==> src/rtl/uart_pkg.sv <==
// uart_pkg
// Shared constants for the UART transmit and receive buffering logic.
//   DATA_W_DEF : default byte width of the UART datapath
//   ADDR_W_DEF : default FIFO address width (depth = 2**ADDR_W_DEF)
//   IDLE, WAIT : launch sequencer state encodings
// No ports; imported by the FIFO memory and the TX FIFO top.

package uart_pkg;

  localparam int DATA_W_DEF = 8;
  localparam int ADDR_W_DEF = 4;

  // Kept as plain 1-bit constants so older blocks can compare against them directly.
  localparam logic [0:0] IDLE = 1'b0;
  localparam logic [0:0] WAIT = 1'b1;

endpackage

==> src/rtl/uart_fifo_mem.sv <==
// uart_fifo_mem
// Register-array storage shared by the UART TX and RX FIFOs.
// Ports:
//   clk   : system clock, write happens on the rising edge
//   we    : write enable
//   waddr : write address
//   wdata : write data
//   raddr : read address
//   rdata : read data, combinational from raddr
// Contents are not reset; the owning FIFO's pointers decide what is valid.

module uart_fifo_mem
  import uart_pkg::*;
#(
  parameter int DATA_W = DATA_W_DEF,
  parameter int ADDR_W = ADDR_W_DEF
) (
  input  logic              clk,
  input  logic              we,
  input  logic [ADDR_W-1:0] waddr,
  input  logic [DATA_W-1:0] wdata,
  input  logic [ADDR_W-1:0] raddr,
  output logic [DATA_W-1:0] rdata
);

  logic [DATA_W-1:0] mem [2**ADDR_W];

  always_ff @(posedge clk) begin
    if (we) begin
      mem[waddr] <= wdata;
    end
  end

  assign rdata = mem[raddr];

endmodule

==> src/rtl/uart_tx_fifo.sv <==
// uart_tx_fifo
// Transmit buffer and launch sequencer sitting in front of the UART transmitter.
// Bytes are queued in a circular FIFO; one at a time they are popped, presented
// on tx_din with a single-cycle tx_start, and the next launch waits for the
// transmitter's tx_done_tick.
// Ports:
//   clk          : system clock
//   reset        : asynchronous active-high reset
//   wr, w_data   : enqueue strobe and byte
//   full, empty  : FIFO status from the registered pointers
//   tx_start     : one-cycle launch pulse to the transmitter
//   tx_din       : byte being transmitted, held until the next launch
//   tx_done_tick : one-cycle completion pulse from the transmitter
//   busy         : sequencer waiting on the transmitter or bytes still queued
//   ovf          : sticky overflow flag
// Build option: define UART_TXF_OVF_EN to enable the sticky overflow flag;
// otherwise ovf is tied low.

module uart_tx_fifo
  import uart_pkg::*;
#(
  parameter int DATA_W = DATA_W_DEF,
  parameter int ADDR_W = ADDR_W_DEF
) (
  input  logic              clk,
  input  logic              reset,
  input  logic              wr,
  input  logic [DATA_W-1:0] w_data,
  output logic              full,
  output logic              empty,
  output logic              tx_start,
  output logic [DATA_W-1:0] tx_din,
  input  logic              tx_done_tick,
  output logic              busy,
  output logic              ovf
);

  // One extra pointer bit distinguishes full from empty when the addresses match.
  logic [ADDR_W:0]   wptr;
  logic [ADDR_W:0]   rptr;
  logic [0:0]        state;
  logic              wr_en;
  logic              pop;
  logic [DATA_W-1:0] rd_data;

  assign empty = (wptr == rptr);
  assign full  = (wptr[ADDR_W-1:0] == rptr[ADDR_W-1:0]) && (wptr[ADDR_W] != rptr[ADDR_W]);
  assign wr_en = wr && !full;
  assign pop   = (state == IDLE) && !empty;
  assign busy  = (state != IDLE) || !empty;

  uart_fifo_mem #(
    .DATA_W (DATA_W),
    .ADDR_W (ADDR_W)
  ) u_mem (
    .clk   (clk),
    .we    (wr_en),
    .waddr (wptr[ADDR_W-1:0]),
    .wdata (w_data),
    .raddr (rptr[ADDR_W-1:0]),
    .rdata (rd_data)
  );

  // Write pointer advances only on accepted writes; full is judged before any
  // pop in the same cycle, so a simultaneous pop never frees the slot early.
  always_ff @(posedge clk or posedge reset) begin
    if (reset) begin
      wptr <= '0;
    end else if (wr_en) begin
      wptr <= wptr + 1'b1;
    end
  end

  // Launch sequencer: from IDLE with data waiting, latch the head byte, pulse
  // tx_start and pop; then sit in WAIT until the transmitter reports done.
  // tx_start defaults low every edge so it can only ever last one cycle.
  always_ff @(posedge clk or posedge reset) begin
    if (reset) begin
      state    <= IDLE;
      rptr     <= '0;
      tx_start <= 1'b0;
      tx_din   <= '0;
    end else begin
      tx_start <= 1'b0;
      case (state)
        IDLE: begin
          if (pop) begin
            tx_din   <= rd_data;
            tx_start <= 1'b1;
            rptr     <= rptr + 1'b1;
            state    <= WAIT;
          end
        end
        WAIT: begin
          if (tx_done_tick) begin
            state <= IDLE;
          end
        end
        default: begin
          state <= IDLE;
        end
      endcase
    end
  end

`ifdef UART_TXF_OVF_EN
  // Sticky record that a write arrived while the FIFO was full; cleared only by reset.
  logic ovf_q;

  always_ff @(posedge clk or posedge reset) begin
    if (reset) begin
      ovf_q <= 1'b0;
    end else if (wr && full) begin
      ovf_q <= 1'b1;
    end
  end

  assign ovf = ovf_q;
`else
  assign ovf = 1'b0;
`endif

endmodule

==> config.mk <==
export PLATFORM = sky130hd
export DESIGN_NAME = uart_tx_fifo
export DESIGN_NICKNAME = d
export VERILOG_FILES = /design/src/rtl/uart_pkg.sv /design/src/rtl/uart_fifo_mem.sv /design/src/rtl/uart_tx_fifo.sv
export SDC_FILE = /design/constraint.sdc
export NUM_CORES = 1
export LEC_CHECK = 0
export CAP_MARGIN = 20
export CORE_MARGIN = 2
export CORE_UTILIZATION = 55
export DETAILED_ROUTE_END_ITERATION = 8
export PLACE_DENSITY = 0.7
export SETUP_SLACK_MARGIN = 0.15
export SLEW_MARGIN = 5
export SYNTH_ARGS = -nofsm -noshare
export SYNTH_HDL_FRONTEND = slang
export SYNTH_SLANG_ARGS = --single-unit
==> constraint.sdc <==
create_clock -name clk -period 4.52 [get_ports clk]
set_input_delay 1.356 -clock clk [delete_from_list [all_inputs] [get_ports clk]]
set_output_delay 1.356 -clock clk [all_outputs]
set_load 0.03 [all_outputs]
==> flow_summary.yaml <==
run_status:
  status: "complete, no violations"
final_layout:
  fillers: 763
  nNetsFinal: 360
  diodes: 0
  design_area_sq_um: 6930
  drive_gt1_frac: 0.219
  syn_to_final_growth_pct: 14.9
synth:
  synth_edf_count: 128
  synthesis.instances: 312
  yosysMostFrequentCell: "edfxtp_1"
  netlist_area_sq_um: 6030
  ys_ff_latch: 148
  yosysSeqAreaShare: 0.720
  synth_area_leaders: "edfxtp_1 (64%), mux4_2 (9.0%), dfrtp_1 (8.3%), mux2i_1 (2.7%), mux2_4 (2.0%)"
  synth_top_area_frac: 0.637
  syn_avg_cell_area_sq_um: 19.3
  yosysTopAreaCell: "edfxtp_1"
  ys_async_sr_fraction: 0.135
  yosysUniqueCellTypes: 35
  synthTopCellsByCount: "edfxtp_1 (128), mux4_2 (24), dfrtp_1 (20), mux2i_1 (16), and3_1 (13)"
  ys.warnings.count: 0
  synth_nets: 329
  synth_ff_type: "edfxtp_1"
global_routing:
  grtUsageTotal: 0.226
  antenna_found_initial: 0
  first_global_vias: 3035
  grt_pass1_wl_mm: 18.2
  grt_max_degree: 44
  grt_overflow: 0
setup_path:
  worstPathRequired_ns: 3.16
  critical_path_peak_fanout: 19
  worst_ep_arrival_time_ns: 2.50
  critPathLaunchType: "flip-flop"
  path_class: "flip-flop to output port"
  end_kind: "output port"
die:
  die_x_microns: 109
  rows: 38
  fp.dieH_microns: 109
  initial_core_util: 0.561
  core_sq_um: 10700
  pin_count: 25
  dieArea_sq_um: 11800
cts:
  clk_pin_slew_worst_paths_ns: 0.06
  tritoncts: "built"
  cts_root_buf: "clkbuf_8"
  htreeDepth: 4
  post_cts_resized: 0
  postCtsSetupRepairBufs: 0
  cts_sinks: 148
  clkLatencyLatePin_ns: 0.52
  cts.path.max_buffers: 2
  cts_buffers: 17
  hold_buffers: 0
sta:
  rsz0062_at_grt: "false"
  finalHoldViolCount: 0
  worstMarginPinSlew_ns: 0.888
  fmax_mhz: 259
  finalClockSkew_ns: 0.00862
  whs_ns: 0.508
  finalCritPeriodShare: 0.854
  finalSetupViolations: 0
  slew_viol_final: 0
  finalCriticalPeriod_ns: 3.86
  slew_headroom: 0.407
  setup-tns-final_ns: 0
detailed_routing:
  wire_per_inst_microns: 24.0
  post-route-drc-count: 0
  vias: 2899
  drt-total-wl_mm: 11.9
  drtAntennaViolNets: 0
  via_per_inst: 5.84
  drt_iter0_markers: 199
  dr.pass1.iters: 4
pwr:
  power_leakage_nw: 2.42
  irDropWorstVdd_mv: 0.407
  power.density_nw_per_um2: 673
placement:
  portBuffers: 23
  placed_area_sq_um: 6370
  place_hpwl_mm: 7.59
  gp_congestion: 0.804
worst_hold_path:
  hp-class: "flip-flop to flip-flop"
run:
  cap_violations: 0
==> report_power, final <==
group	internal, W	switching (W)
clock network	0.000782	0.000526
registers	0.00170	0.000110
logic	0.000721	0.000824
total	0.00321	0.00146
==> per-stage QoR <==
step / total power, W / instances / setup slack (ns) / utilization
after floorplan: 0.00297 / 312 / 1.76 / -
after global placement: 0.00336 / 464 / 1.25 / 0.593
after detailed placement: 0.00338 / 464 / 1.20 / 0.593
after CTS: 0.00469 / 496 / 0.637 / 0.645
after global routing: 0.00486 / 496 / 0.510 / 0.645
final: 0.00467 / 496 / 0.661 / 0.645
==> worst max-delay path, cell delays in order, from the launching register on <==
cell and delay (ns):
dfrtp_1 0.36, buf_4 0.21, xnor2_1 0.22, nand4_1 0.27, nor3_1 0.27, inv_1 0.06, clkdlybuf4s50_1 0.59
==> metal layers <==
layer  global-route usage  part of all wire  vias up
met5                    0                 0        -
met2                0.362              0.51       84
met4               0.0806            0.0087        0
met1                0.303              0.43     1494
met3               0.0592             0.056       10
li1                     -                 -     1311
==> cells in the final DEF, fill, tap and decap left out, types with 2 or more instances in the layout <==
| cell type | n |
|---|---|
| xor2_1 | 3 |
| a21oi_1 | 2 |
| mux2_1 | 2 |
| dfrtp_2 | 2 |
| edfxtp_1 | 128 |
| clkinv_4 | 4 |
| bufinv_16 | 2 |
| clkdlybuf4s50_1 | 23 |
| mux2_2 | 8 |
| nand2b_1 | 8 |
| nor2_1 | 4 |
| ha_1 | 5 |
| nor3_1 | 2 |
| xnor2_1 | 11 |
| a22o_1 | 8 |
| inv_1 | 6 |
| clkbuf_16 | 16 |
| and3_1 | 13 |
| mux2_4 | 8 |
| clkinvlp_4 | 3 |
| buf_4 | 7 |
| o211ai_1 | 3 |
| mux2i_1 | 16 |
| clkbuf_1 | 2 |
| nand3_1 | 2 |
| dfrtp_1 | 18 |
| a221oi_1 | 8 |
| nor2b_1 | 5 |
| mux4_2 | 24 |
| clkinv_2 | 3 |
==> registers in the layout, summed over array words and instances, names as in the netlist <==
| signal | flops |
|---|---|
| rptr | 5 |
| tx_din | 8 |
| u_mem.mem | 128 |
| state | 1 |
| tx_start | 1 |
| wptr | 5 |
==> final timing paths <==
check | cells after the start | slack [ns] | endpoint | startpoint
worst min register to register | 1 | 0.51 | tx_din[5] | tx_din[5]
worst max register to register | 5 | 2.11 | tx_din[6] | rptr[1]
max in group asynchronous | 2 | 2.59 | rptr[2] | reset
worst min-delay path | 1 | 0.51 | tx_din[5] | tx_din[5]
min in group asynchronous | 2 | 1.33 | rptr[4] | reset
worst max-delay path | 6 | 0.66 | busy | rptr[3]
==> cells by family (layout without fill, tap and decap cells) <==
group	after synthesis	after routing	synth area share
flip-flops	148	148	0.720
multiplexers	58	58	0.155
AND/OR/NAND/NOR	37	37	0.0363
AO/OA/AOI/OAI	25	25	0.0340
buffers and inverters	24	68	0.0232
XOR/XNOR	14	14	0.0203
adder cells (fa/ha/maj)	5	5	0.0104
other	1	1	0.000622
==> final cells by class <==
type / count / area, sq um / share of cell area
sequential: 148 / 4350 / 0.627
multi-input combinational: 140 / 1550 / 0.223
clock buffer: 19 / 422 / 0.0608
timing repair buffer: 30 / 283 / 0.0408
tap: 140 / 175 / 0.0253
clock inverter: 13 / 136 / 0.0197
inverter: 6 / 22.5 / 0.00325
Note: power is estimated with default switching activity, not from simulation.
